`config.mk`:
```
export PLATFORM = sky130hd
export DESIGN_NAME = fb_read_arbiter
export DESIGN_NICKNAME = d
export VERILOG_FILES = /design/src/rtl/fb_read_arbiter.sv
export SDC_FILE = /design/constraint.sdc
export NUM_CORES = 1
export LEC_CHECK = 0
export CAP_MARGIN = 20
export CORE_UTILIZATION = 55
export CTS_BUF_LIST = sky130_fd_sc_hd__clkbuf_8 sky130_fd_sc_hd__clkbuf_16
export DETAILED_ROUTE_END_ITERATION = 8
export DONT_BUFFER_PORTS = 1
export HOLD_SLACK_MARGIN = 0.15
export PLACE_DENSITY = 0.7
export SLEW_MARGIN = 20
export SYNTH_ARGS = -nofsm -noshare
export SYNTH_HDL_FRONTEND = slang
export SYNTH_SLANG_ARGS = --single-unit
```
`constraint.sdc`:
```
create_clock -name clk25 -period 8.5 [get_ports clk25]
set_clock_uncertainty 0.2 [all_clocks]
set_input_delay 1.275 -clock clk25 [delete_from_list [all_inputs] [get_ports clk25]]
set_output_delay 1.275 -clock clk25 [all_outputs]
set_load 0.01 [all_outputs]
```
`src/rtl/fb_read_arbiter.sv`:
```
// -----------------------------------------------------------------------------
// fb_read_arbiter
// Shares the single frame-buffer read port (BRAM port B) between VGA scanout
// and the gesture-analysis engine. VGA always wins; analysis reads only in
// cycles VGA leaves free. An owner tag travels alongside each BRAM access so
// the returned word is steered to whoever issued it. Analysis waiting time is
// tracked per frame (longest wait, sticky starvation flag).
//
// Ports
//   clk25        in   pixel clock, sole clock
//   rst          in   synchronous active-high reset
//   frame_start  in   one-cycle pulse at start of frame (clears per-frame stats)
//   vga_req      in   VGA read request (absolute priority)
//   vga_addr     in   VGA read address
//   vga_pixel    out  returned VGA word (holds when not valid)
//   vga_valid    out  vga_pixel valid this cycle
//   ana_req      in   analysis read request
//   ana_addr     in   analysis address, stable while ana_req && !ana_gnt
//   ana_gnt      out  combinational accept for the analysis request
//   ana_data     out  returned analysis word (holds when not valid)
//   ana_valid    out  ana_data valid this cycle
//   ana_starve   out  sticky: wait reached STARVE_LIMIT this frame
//   ana_wait_max out  longest consecutive analysis wait this frame
//   mem_en       out  BRAM port-B enable
//   mem_addr     out  BRAM port-B address
//   mem_dout     in   BRAM port-B read data
// -----------------------------------------------------------------------------
module fb_read_arbiter #(
    parameter int ADDR_W       = 17,
    parameter int DATA_W       = 16,
    parameter int READ_LAT     = 1,
    parameter int STARVE_LIMIT = 1024
) (
    input  logic              clk25,
    input  logic              rst,
    input  logic              frame_start,
    input  logic              vga_req,
    input  logic [ADDR_W-1:0] vga_addr,
    output logic [DATA_W-1:0] vga_pixel,
    output logic              vga_valid,
    input  logic              ana_req,
    input  logic [ADDR_W-1:0] ana_addr,
    output logic              ana_gnt,
    output logic [DATA_W-1:0] ana_data,
    output logic              ana_valid,
    output logic              ana_starve,
    output logic [15:0]       ana_wait_max,
    output logic              mem_en,
    output logic [ADDR_W-1:0] mem_addr,
    input  logic [DATA_W-1:0] mem_dout
);

    typedef enum logic [1:0] {
        ST_IDLE = 2'd0,
        ST_VGA  = 2'd1,
        ST_ANA  = 2'd2
    } issue_state_e;

    // Limit widened by one bit so a limit of 65536 never truncates.
    localparam logic [16:0] STARVE_LIMIT_W = 17'(STARVE_LIMIT);

    // Saturating 16-bit increment for the wait counter.
    function automatic logic [15:0] sat_inc16(input logic [15:0] v);
        logic [15:0] r;
        if (v == 16'hFFFF) begin
            r = v;
        end else begin
            r = v + 16'd1;
        end
        return r;
    endfunction

    issue_state_e      state_q, state_d;
    logic [ADDR_W-1:0] mem_addr_q, mem_addr_d;
    // Owner tag per stage: bit 1 = VGA, bit 0 = analysis.
    logic [1:0]        tag_q [0:READ_LAT];
    logic [DATA_W-1:0] vga_pixel_q, ana_data_q;
    logic              vga_valid_q, ana_valid_q;
    logic [15:0]       wait_cnt_q, wait_cnt_d;
    logic [15:0]       wait_max_q, wait_max_d;
    logic              starve_q, starve_d;
    logic              waiting_s;

    // Grant is purely combinational so a free cycle is used the same clock.
    assign ana_gnt   = ana_req & ~vga_req & ~rst;
    assign waiting_s = ana_req & ~ana_gnt;

    // Arbitration: pick the winner and the address to present next cycle.
    always_comb begin
        state_d    = ST_IDLE;
        mem_addr_d = mem_addr_q;
        if (vga_req) begin
            state_d = ST_VGA;
        end else if (ana_req) begin
            state_d = ST_ANA;
        end else begin
            state_d = ST_IDLE;
        end
        case (state_d)
            ST_VGA:  mem_addr_d = vga_addr;
            ST_ANA:  mem_addr_d = ana_addr;
            ST_IDLE: mem_addr_d = mem_addr_q;
            default: mem_addr_d = mem_addr_q;
        endcase
    end

    // Per-frame wait statistics; a frame_start clear beats any update.
    always_comb begin
        wait_cnt_d = 16'd0;
        wait_max_d = wait_max_q;
        starve_d   = starve_q;
        if (waiting_s) begin
            wait_cnt_d = sat_inc16(wait_cnt_q);
        end else begin
            wait_cnt_d = 16'd0;
        end
        if (frame_start) begin
            wait_max_d = 16'd0;
            starve_d   = 1'b0;
        end else begin
            if (wait_cnt_d > wait_max_q) begin
                wait_max_d = wait_cnt_d;
            end else begin
                wait_max_d = wait_max_q;
            end
            if ({1'b0, wait_cnt_d} >= STARVE_LIMIT_W) begin
                starve_d = 1'b1;
            end else begin
                starve_d = starve_q;
            end
        end
    end

    // Issue state and BRAM address register.
    always_ff @(posedge clk25) begin
        if (rst) begin
            state_q    <= ST_IDLE;
            mem_addr_q <= '0;
        end else begin
            state_q    <= state_d;
            mem_addr_q <= mem_addr_d;
        end
    end

    // Owner tag shift register tracking each access through the BRAM latency.
    always_ff @(posedge clk25) begin
        if (rst) begin
            for (int i = 0; i <= READ_LAT; i++) begin
                tag_q[i] <= 2'b00;
            end
        end else begin
            tag_q[0] <= {state_d == ST_VGA, state_d == ST_ANA};
            for (int i = 1; i <= READ_LAT; i++) begin
                tag_q[i] <= tag_q[i-1];
            end
        end
    end

    // Return-data registers: only the tagged owner's data register loads.
    always_ff @(posedge clk25) begin
        if (rst) begin
            vga_pixel_q <= '0;
            vga_valid_q <= 1'b0;
            ana_data_q  <= '0;
            ana_valid_q <= 1'b0;
        end else begin
            vga_valid_q <= tag_q[READ_LAT][1];
            ana_valid_q <= tag_q[READ_LAT][0];
            if (tag_q[READ_LAT][1]) begin
                vga_pixel_q <= mem_dout;
            end
            if (tag_q[READ_LAT][0]) begin
                ana_data_q <= mem_dout;
            end
        end
    end

    // Wait-statistics registers.
    always_ff @(posedge clk25) begin
        if (rst) begin
            wait_cnt_q <= 16'd0;
            wait_max_q <= 16'd0;
            starve_q   <= 1'b0;
        end else begin
            wait_cnt_q <= wait_cnt_d;
            wait_max_q <= wait_max_d;
            starve_q   <= starve_d;
        end
    end

    assign mem_en       = (state_q != ST_IDLE);
    assign mem_addr     = mem_addr_q;
    assign vga_pixel    = vga_pixel_q;
    assign vga_valid    = vga_valid_q;
    assign ana_data     = ana_data_q;
    assign ana_valid    = ana_valid_q;
    assign ana_starve   = starve_q;
    assign ana_wait_max = wait_max_q;

endmodule

```
==> summary.md, run 1 <==
| Metric | Value |
|---|---|
| Final Cycle Share | `47.0%` |
| Slowest cell on crit path | `dfxtp_1` |
| FF+latch count, synth | `90` |
| Fin Setup TNS | `0 ns` |
| PwrDens | `179 nW/um^2` |
| Final slew viol count | `0` |
| Congestion Overflow GR | `0` |
| Vias/cell | `5.72` |
| Setup ws final | `4.51 ns` |
| Total clock sinks | `90` |
| Slowest cell delay on critical path | `0.52 ns` |
| Top delay family on crit path | `compound AO/OA/AOI/OAI gates` |
| Worst Setup End Kind | `register` |
| All-layer global routing usage | `a little over a fifth` |
| RePlAce Congestion | `between 0.9 and 1` |
| Layout net count | `519` |
| Post-route minimum period | `around 4.0 ns` |
| Critical Path AT | `4.02 ns` |
| Critical Path RT | `8.53 ns` |
| Worst-path maximum fanout | `15` |
| Mapped Cells | `about 470` |
| Sequential area share after synthesis | `41.9%` |
| Largest net degree at the start of global routing | `79` |
| Hold Path Class | `register to register` |
| Post-Syn Area | `4300 sq um` |
| Global-route wire length before repair | `about 14 mm` |
| Ys Warns | `0` |
| Max-cap violation count | `0` |
| Drt first pass iters | `5` |
| ANT cells | `0` |
| Synth area leaders | `dfxtp_1, mux2i_1, nor2_1, ha_1, nand2_1` |
| H-Tree Depth | `3` |
| CTS clock-pin slew for the worst setup and hold paths | `0.10 ns` |
| Hold WS | `0.234 ns` |
| Post CTS Setup Buffer Count | `0` |
| Worst skew pair latency | `approximately 0.36 ns` |
| CP Class | `register to register` |
| Die Span Y | `between 90 and 100 microns` |
| Layout cell share with drive strength beyond 1 | `6.84%` |
| Vias in the first global route | `2979` |
| Initial DRC count | `157` |
| Dpl hpwl | `6.15 mm` |
| Run status | `finished clean` |
| Drt drc | `0` |
| Area Overhead vs Synth | `4.37%` |
| Chip width | `90.4 microns` |
| CTS max path bufs | `2` |
| Root Driver | `clkbuf_8` |
| Setup crit start kind | `register` |
| Leak | `roughly 1.7 nW` |
| Routed length per placed instance | `between 15 and 20 microns` |
| Num ports | `~130` |
| Post-synthesis cell type count | `55` |
| CTS buffer count | `9` |
| Critical Path, Cell by Cell | `nand4_1 > nor4_1 > buf_4 > a211oi_1 > xnor2_1 > nor2_1 > ha_1 > or3_1 > a2111oi_1 > a211oi_1 > mux2i_1 > a22oi_4 > mux2i_1` |
| Vias | `3155` |
| # setup viols final | `0` |
| Core area | `about 7400 sq um` |
| Fillers | `636` |
| Initial antenna violation count | `0` |
| Fmax | `between 200 and 300 MHz` |
| Worst-margin pin slew | `0.953 ns` |
| # resized after CTS | `0` |
| Final wirelength | `8.60 mm` |
| RSZ-0062 raised after global routing | `no` |
| Row count | `31` |
| Setup Slack @ Placement | `about 4.2 ns` |
| Initial Utilization | `58.0%` |
| Cts hold-fix bufs | `0` |
| Finished Core Util | `60.6%` |
| Post-route ant nets | `0` |
| Final Hold Fails | `0` |
| Post-Syn Nets | `536` |
| Largest area contributor in the synthesized netlist | `dfxtp_1` |
| Worst IR Drop VDD | `0.0868 mV` |
| Die ar. | `8170 sq um` |
| Buffers on Ports | `0` |
| Share of the synthesized area in the top cell type | `about two fifths` |
| CTS tree | `done` |
| Worst Path Buf+Inv | `1` |
| Max-slew headroom | `36.4%` |
| Synthesized area per cell | `9.25 sq um` |
[worst paths after layout]
path	endpoint	startpoint	cells after the start	slack, ns
setup reg to reg	ana_wait_max[3]$_SDFFE_PP0N_	wait_cnt_q[13]$_SDFF_PP0_	13	4.51
hold reg to reg	tag_q[0][3]$_SDFF_PP0_	tag_q[0][1]$_SDFF_PP0_	1	0.23
hold / removal	tag_q[0][3]$_SDFF_PP0_	tag_q[0][1]$_SDFF_PP0_	1	0.23
setup / recovery	ana_wait_max[3]$_SDFFE_PP0N_	wait_cnt_q[13]$_SDFF_PP0_	13	4.51
[synthesized netlist by cell type, drive strengths merged]
cell type and n:
and4 2, nand3b 4, or2b 1, nor3b 3
and3 1, o31a 1, nor3 8, inv 16
a211oi 8, buf 9, a31oi 3, o311ai 1
nor2b 14, a21oi 24, o21ai 4, clkbuf 20
o22ai 1, xnor2 8, a2111oi 2, a21o 2
a41oi 1, o21a 3, or3 2, mux2i 68
and4bb 1, nand3 8, or2 2, o211ai 2
nand4 9, ha 16, or4 3, nor4 8
dfxtp 90, nand2 34, xor2 1, nor2 77
and2 6, o31ai 1, a22oi 1
[cell type report]
type	instances	area (sq um)	share of cell area (%)
clock buffer	9	124	2.76
sequential	90	1800	40.2
multi-input combinational	330	2280	50.8
timing repair buffer	1	7.51	0.167
inverter	16	60.1	1.34
clock inverter	7	90.1	2.01
tap	99	124	2.76
[flip-flops by register name, summed over array words and instances, names as in the netlist]
name          flops
ana_valid         1
state_q           2
ana_starve        1
mem_addr         17
vga_valid         1
vga_pixel        16
ana_data         16
wait_cnt_q       16
ana_wait_max     16
tag_q             4
[cell usage in the layout, fill, tap and decap left out, types with 3 or more instances in the layout]
| master | instances |
|---|---|
| dfxtp_1 | 90 |
| nor2_1 | 76 |
| mux2i_1 | 68 |
| nand2_1 | 33 |
| a21oi_1 | 24 |
| inv_1 | 16 |
| ha_1 | 16 |
| nor2b_1 | 14 |
| clkbuf_8 | 9 |
| nand4_1 | 8 |
| nand3_1 | 8 |
| xnor2_1 | 8 |
| nor4_1 | 7 |
| nor3_1 | 7 |
| a211oi_1 | 7 |
| and2_1 | 5 |
| nand3b_1 | 4 |
| or4_1 | 3 |
| o21a_1 | 3 |
| a31oi_1 | 3 |
| nor3b_1 | 3 |
| inv_8 | 3 |
[worst register-to-register path: cells and delay by family (launching register included)]
| kind | cells | cell delay (ns) |
|---|---|---|
| buffers and inverters | 1 | 0.22 |
| adder cells (fa/ha/maj) | 1 | 0.21 |
| AND/OR/NAND/NOR | 4 | 0.95 |
| multiplexers | 2 | 0.48 |
| AO/OA/AOI/OAI | 4 | 1.03 |
| flip-flops | 1 | 0.52 |
| XOR/XNOR | 1 | 0.25 |
[cells by family (layout without fill, tap and decap cells)]
| group | Yosys count | count (layout) | synth area share [%] |
|---|---|---|---|
| AND/OR/NAND/NOR | 183 | 183 | 21.4 |
| flip-flops | 90 | 90 | 41.9 |
| multiplexers | 68 | 68 | 15.8 |
| AO/OA/AOI/OAI | 54 | 54 | 9.17 |
| buffers and inverters | 45 | 33 | 5.24 |
| adder cells (fa/ha/maj) | 16 | 16 | 4.66 |
| XOR/XNOR | 9 | 9 | 1.83 |
[power by group]
group	internal (W)	switching, W	total (W)
Sequential	0.000433	0.0000143	0.000447
Combinational	0.0000226	0.0000224	0.0000450
Clock	0.000145	0.000167	0.000311
[per-layer routing]
layer / track usage (%) / routed length, microns / up-vias
li1: - / - / 1574
met1: 27.5 / 3940 / 1458
met2: 35.0 / 3960 / 108
met3: 6.06 / 531 / 15
met4: 8.06 / 171 / 0
met5: 0 / 0 / -
[metrics by stage]
| stage | power (W) | instance area (sq um) | cells |
|---|---|---|---|
| 2_1_floorplan | 0.000506 | 4300 | 465 |
| 3_3_place_gp | 0.000501 | 4270 | 536 |
| 3_5_place_dp | 0.000502 | 4270 | 536 |
| 4_1_cts | 0.000813 | 4480 | 552 |
| 5_1_grt | 0.000840 | 4490 | 552 |
| 6_report | 0.000803 | 4490 | 552 |
Note: power is estimated with default switching activity, not from simulation.
==> run 2: changes to the inputs <==
Settings changed: PLACE_DENSITY 0.7 to 0.73.
Clock period 8.5 ns to 3.3 ns, I/O delays scaled along.
==> run 2 against run 1 <==
Net effect:
- highest routed layer unchanged
- power increased to 2.6 times the previous value
- the run now ends with setup timing left
- non-clock buffer count increased by 106
- register-to-register slack got worse by 4.7 ns
- combinational power increased to 4.6 times the previous value
- sequential power increased to 2.6 times the previous value
- cell count increased by 19%
- die area unchanged
==> summary.md, run 2 (synthesized netlist as in run 1, its figures left out) <==
| Metric | Value |
|---|---|
| CTS clock-pin slew for the worst setup and hold paths | `0.10 ns (about the same)` |
| Run status | `complete, but fails checks (was finished clean)` |
| Number of flip-flops in the largest register | `17 (unchanged)` |
| Worst Setup End Kind | `register (unchanged)` |
| Hold Path Class | `input port to register (was register to register)` |
| Die ar. | `8170 sq um (unchanged)` |
| Most Crowded Layer GR | `met2 (unchanged)` |
| Worst R2R Setup Slack | `-0.17 ns (was 4.51 ns)` |
| Met3 usage | `5.22% (was 6.06%)` |
| RePlAce Congestion | `0.840 (was 0.908)` |
| Critical Path AT | `3.56 ns (was 4.02 ns)` |
| Design area | `5570 sq um (was 4490 sq um)` |
| Final slew viol count | `0 (unchanged)` |
| Hold WS | `0.149 ns (was 0.234 ns)` |
| Commonest non-fill, non-tap cells in the layout | `dfxtp_1, nor2_1, mux2i_1 (unchanged)` |
| Slowest cell delay on critical path | `0.56 ns (was 0.52 ns)` |
| CTS buffer count | `9 (unchanged)` |
| Routed length per placed instance | `16.6 microns (was 15.6 microns)` |
| Final Hold Fails | `0 (unchanged)` |
| Critical Path, Cell by Cell | `nand4_1 > buf_4 > or4_4 > o21ai_1 > a21oi_1 > ha_1 > nor2b_1 > o211ai_1 > a211oi_2 > mux2i_1 > a22oi_4 > buf_12 > mux2i_1 (was nand4_1 > nor4_1 > buf_4 > a211oi_1 > xnor2_1 > nor2_1 > ha_1 > or3_1 > a2111oi_1 > a211oi_1 > mux2i_1 > a22oi_4 > mux2i_1)` |
| Congestion Overflow GR | `0 (unchanged)` |
| Num ports | `125 (unchanged)` |
| Net Sw Frac | `27.9% (was 25.3%)` |
| Worst-margin pin slew | `1.07 ns (was 0.953 ns)` |
| Drt first pass iters | `6 (was 5)` |
| Total clock sinks | `90 (unchanged)` |
| Chip width | `90.4 microns (unchanged)` |
| Critical path capture point | `ana_wait_max[15]$_SDFFE_PP0N_ (was ana_wait_max[3]$_SDFFE_PP0N_)` |
| Die Span Y | `90.4 microns (unchanged)` |
| Largest net degree at the start of global routing | `74 (was 79)` |
| H-Tree Depth | `3 (unchanged)` |
| FF+latch area | `1810 sq um (was 1800 sq um)` |
| Vias | `3669 (was 3155)` |
| Placed Area | `4760 sq um (was 4270 sq um)` |
| CTS max path bufs | `2 (unchanged)` |
| Dpl hpwl | `6.78 mm (was 6.15 mm)` |
| Worst IR Drop VDD | `0.220 mV (was 0.0868 mV)` |
| Buffers on Ports | `0 (unchanged)` |
| Drt drc | `0 (unchanged)` |
| Switching power | `0.000591 W (was 0.000203 W)` |
| Leak | `2.19 nW (was 1.66 nW)` |
| R2R Path End | `ana_wait_max[15]$_SDFFE_PP0N_ (was ana_wait_max[3]$_SDFFE_PP0N_)` |
| Initial antenna violation count | `0 (unchanged)` |
| RR Startpoint | `wait_cnt_q[12]$_SDFF_PP0_ (was wait_cnt_q[13]$_SDFF_PP0_)` |
| # placed instances | `597 (was 536)` |
| Area Overhead vs Synth | `29.5% (was 4.37%)` |
| Vias in the first global route | `3726 (was 2979)` |
| CP Class | `register to register (unchanged)` |
| ANT cells | `0 (unchanged)` |
| GR Util met2 | `47.1% (was 35.0%)` |
| Setup crit start kind | `register (unchanged)` |
| CP Depth | `13 (unchanged)` |
| Reg power frac | `54.3% (was 55.7%)` |
| Vias/cell | `5.58 (was 5.72)` |
| Fmax | `288 MHz (was 250 MHz)` |
| Row count | `31 (unchanged)` |
| Layout cell share with drive strength beyond 1 | `23.4% (was 6.84%)` |
| Top delay family on crit path | `compound AO/OA/AOI/OAI gates (unchanged)` |
| Initial Utilization | `58.0% (unchanged)` |
| Worst skew pair latency | `0.37 ns (was 0.36 ns)` |
| Setup ws final | `-0.167 ns (was 4.51 ns)` |
| Clk pwr share | `35.9% (was 38.7%)` |
| Layout net count | `625 (was 519)` |
| Max-cap violation count | `0 (unchanged)` |
| Final wirelength | `10.9 mm (was 8.60 mm)` |
| # setup viols final | `15 (was 0)` |
| Slowest cell on crit path | `or4_4 (was dfxtp_1)` |
| Cell Int Power | `0.00153 W (was 0.000600 W)` |
| Core area | `7410 sq um (unchanged)` |
| Failing checks | `setup timing` |
| Root Driver | `clkbuf_8 (unchanged)` |
| PwrDens | `381 nW/um^2 (was 179 nW/um^2)` |
| Worst-path maximum fanout | `9 (was 15)` |
| Reg2reg path depth | `13 (unchanged)` |
| Hold Startpoint | `vga_req (was tag_q[0][1]$_SDFF_PP0_)` |
| Commonest non-fill, non-tap cell in the layout | `dfxtp_1 (unchanged)` |
| Critical Path RT | `3.40 ns (was 8.53 ns)` |
| Max-slew headroom | `28.4% (was 36.4%)` |
| Final Cycle Share | `105% (was 47.0%)` |
| Global-route wire length before repair | `17.5 mm (was 14.2 mm)` |
| Worst Path Buf+Inv | `2 (was 1)` |
| RSZ-0062 raised after global routing | `yes (was no)` |
| Initial DRC count | `130 (was 157)` |
| All-layer global routing usage | `26.6% (was 21.6%)` |
| Met1 GRT Util | `30.8% (was 27.5%)` |
| Gate power share | `9.8% (was 5.6%)` |
| Multi-input logic area | `2430 sq um (was 2280 sq um)` |
| Post-route ant nets | `0 (unchanged)` |
| Setup Slack @ Placement | `-0.134 ns (was 4.20 ns)` |
| CTS tree | `done (unchanged)` |
| Non-Filler Instances | `658 (was 552)` |
| Most frequent CP cell | `mux2i_1` |
| Post-route minimum period | `3.47 ns (was 3.99 ns)` |
| Fillers | `515 (was 636)` |
| Worst Setup SP | `wait_cnt_q[12]$_SDFF_PP0_ (was wait_cnt_q[13]$_SDFF_PP0_)` |
## run 2: changes by cell type in the layout (fill, tap and decap cells not counted), sizes merged
cell         previous run  this run
clkinv                  1         3
dlygate4sd3             0        37
inv                    21        20
bufinv                  1         0
buf                     1        70
## run 2: worst min-delay path by stage
stage,endpoint,slack (ns),cells after the start
2_1_floorplan,tag_q[0][2]$_SDFF_PP0_,0.21,1
3_3_place_gp,tag_q[0][3]$_SDFF_PP0_,0.22,1
3_5_place_dp,tag_q[0][3]$_SDFF_PP0_,0.23,1
4_1_cts,mem_addr[3]$_SDFFE_PP0P_,0.16,3
5_1_grt,mem_addr[1]$_SDFFE_PP0P_,0.17,3
6_report,mem_addr[1]$_SDFFE_PP0P_,0.15,3
## run 2: area by class of cell
cell class | count | share of cell area (%)
Timing Repair Buffer | 107 | 16.9
Multi-Input combinational cell | 330 | 43.6
Clock inverter | 7 | 1.42
Clock buffer | 9 | 2.22
Tap cell | 99 | 2.22
Inverter | 16 | 1.08
Sequential cell | 90 | 32.5
## run 2: what timing repair did
item / in CTS / in global routing
gates resized for setup: 27 / 8
setup buffers: 3 / 4
endpoints found under the hold margin: 74 / 0
hold buffers: 38 / 0
pin swaps: 5 / 4
endpoints found under the setup margin: 15 / 16
## run 2: layer usage
layer	wire length (microns)	share of wire, %
met1	4390	40
met2	5620	52
met3	607	5.6
met4	280	2.6
met5	0	0
## run 2: tightest hold or removal path, delay by kind of cell
family	cells	cell delay, ns
and+or+nand+nor	2	0.07
AOI/OAI and AO/OA	1	0.11
## run 2: power groups by stage
stage	Sequential [W]	Clock, W	Combinational (W)
final	0.00115	0.000762	0.000207
after global routing	0.00116	0.000823	0.000225
after CTS	0.00115	0.000770	0.000202
after detailed placement	0.00118	0	0.000137
after global placement	0.00118	0	0.000133
after floorplan	0.00117	0	0.000138
## run 2: per-stage QoR
step                      utilization [%]  TNS, ns  total power, W
after floorplan                         -        0         0.00130
after global placement               64.2   -0.576         0.00131
after detailed placement             64.2    -1.51         0.00131
after CTS                            74.3   -0.627         0.00212
after global routing                 75.2    -4.87         0.00220
final                                75.2    -1.95         0.00212
==> patch, RTL diff (flow settings as in run 2) <==
Set the parameter `ADDR_W` to 25 (it was 17).
--- a/src/rtl/fb_read_arbiter.sv
+++ b/src/rtl/fb_read_arbiter.sv
@@ -26,7 +26,7 @@
 //   mem_dout     in   BRAM port-B read data
 // -----------------------------------------------------------------------------
 module fb_read_arbiter #(
-    parameter int ADDR_W       = 17,
+    parameter int ADDR_W       = 25,
     parameter int DATA_W       = 16,
     parameter int READ_LAT     = 1,
     parameter int STARVE_LIMIT = 1024
Interface: changed (resized ana_addr, mem_addr and vga_addr); port bits go from 125 to 149. No check against the original RTL was run, so the function may have changed too.
==> patch against run 2 <==
Routed wire length increased by 15%; setup slack improved by 0.062 ns; critical endpoint is now ana_wait_max[5]; sequential cell count increased by 8; final area increased by 7.8%; the flow still finishes with violations (setup timing); synthesized area increased by 7.3%; total power increased by 7.8%; utilization decreased by 1.8 points; highest routed layer unchanged.
==> patch: results (changes against run 2) <==
| Metric | Value |
|---|---|
| Multi-In Gates | 369 (was 330) |
| # rows | 33 (was 31) |
| M1 GR Usage | 0.337 (was 0.308) |
| Layout cell share with drive strength beyond 1 | 0.197 (was 0.234) |
| Setup WS pre-CTS | -0.185 ns (was -0.134 ns) |
| Cts repair resizes | 28 (was 27) |
| Non-Filler Instances | 715 (was 658) |
| Failing checks | setup timing (unchanged) |
| Signal buffers | 111 (was 107) |
| Outcome | finished with violations (unchanged) |
| Drt wl/cell | 17.5 µm (was 16.6 µm) |
| Routability cong. | 0.871 (was 0.840) |
| Worst reg2reg path endpoint | ana_wait_max[5] (was ana_wait_max[15]) |
| Inst Count DP | 644 (was 597) |
| Clock buf/inv share | 0.0342 (was 0.0364) |
| Reg2reg start | wait_cnt_q[0] (was wait_cnt_q[12]) |
| Placed Area | 5060 µm² (was 4760 µm²) |
| Worst EP arrival | 3.47 ns (was 3.56 ns) |
| Rel. slew slack | 0.301 (was 0.284) |
| Crit Path Max Fanout | 8 (was 9) |
| Final Worst Setup Slack | -0.105 ns (was -0.167 ns) |
| Area added between synthesis and finish | 30.1% (was 29.5%) |
| Grt met3 use | 0.0764 (was 0.0522) |
| Data buffer area share | 0.169 (about the same) |
| Hold endpoint | mem_addr[22] (was mem_addr[1]) |
| Leakage | 2.44 nW (was 2.19 nW) |
| Gr usage total | 0.279 (was 0.266) |
| Post-synthesis cell count | 513 (was 465) |
| Multi-input gate share of the layout cell area | 0.436 (about the same) |
| Post-DP HPWL | 7300 µm (was 6780 µm) |
| Yosys cell types | 54 (was 55) |
| First-pass GRT wire length | 19100 µm (was 17500 µm) |
| DR WL met2 | 6260 µm (was 5620 µm) |
| Met2 usage | 0.481 (was 0.471) |
| Worst r2r path cells | 16 (was 13) |
| # setup viols final | 16 (was 15) |
patch: cell types whose count changed after synthesis, moves of 6 or more:
cell,before,now
nor2_1,77,93
nor4_1,7,1
dfxtp_1,90,98
nand2_1,33,39
mux2i_1,68,76
a21oi_1,24,36
patch: kinds of logic after synthesis:
logic type                 share of synthesized area
muxes                                          0.165
DFF                                            0.425
xor gates and xnor gates                     0.00949
adders and majority gates                     0.0434
AOI/OAI and AO/OA                              0.105
buffers and inverters                         0.0418
and+or+nand+nor                                0.210
patch: power by group through the flow:
stage / Sequential [mW] / Clock (mW) / Combinational (mW)
6_report: 1.27 / 0.779 / 0.242
4_1_cts: 1.26 / 0.792 / 0.243
2_1_floorplan: 1.28 / 0 / 0.158
3_3_place_gp: 1.29 / 0 / 0.146
3_5_place_dp: 1.29 / 0 / 0.151
5_1_grt: 1.27 / 0.846 / 0.261
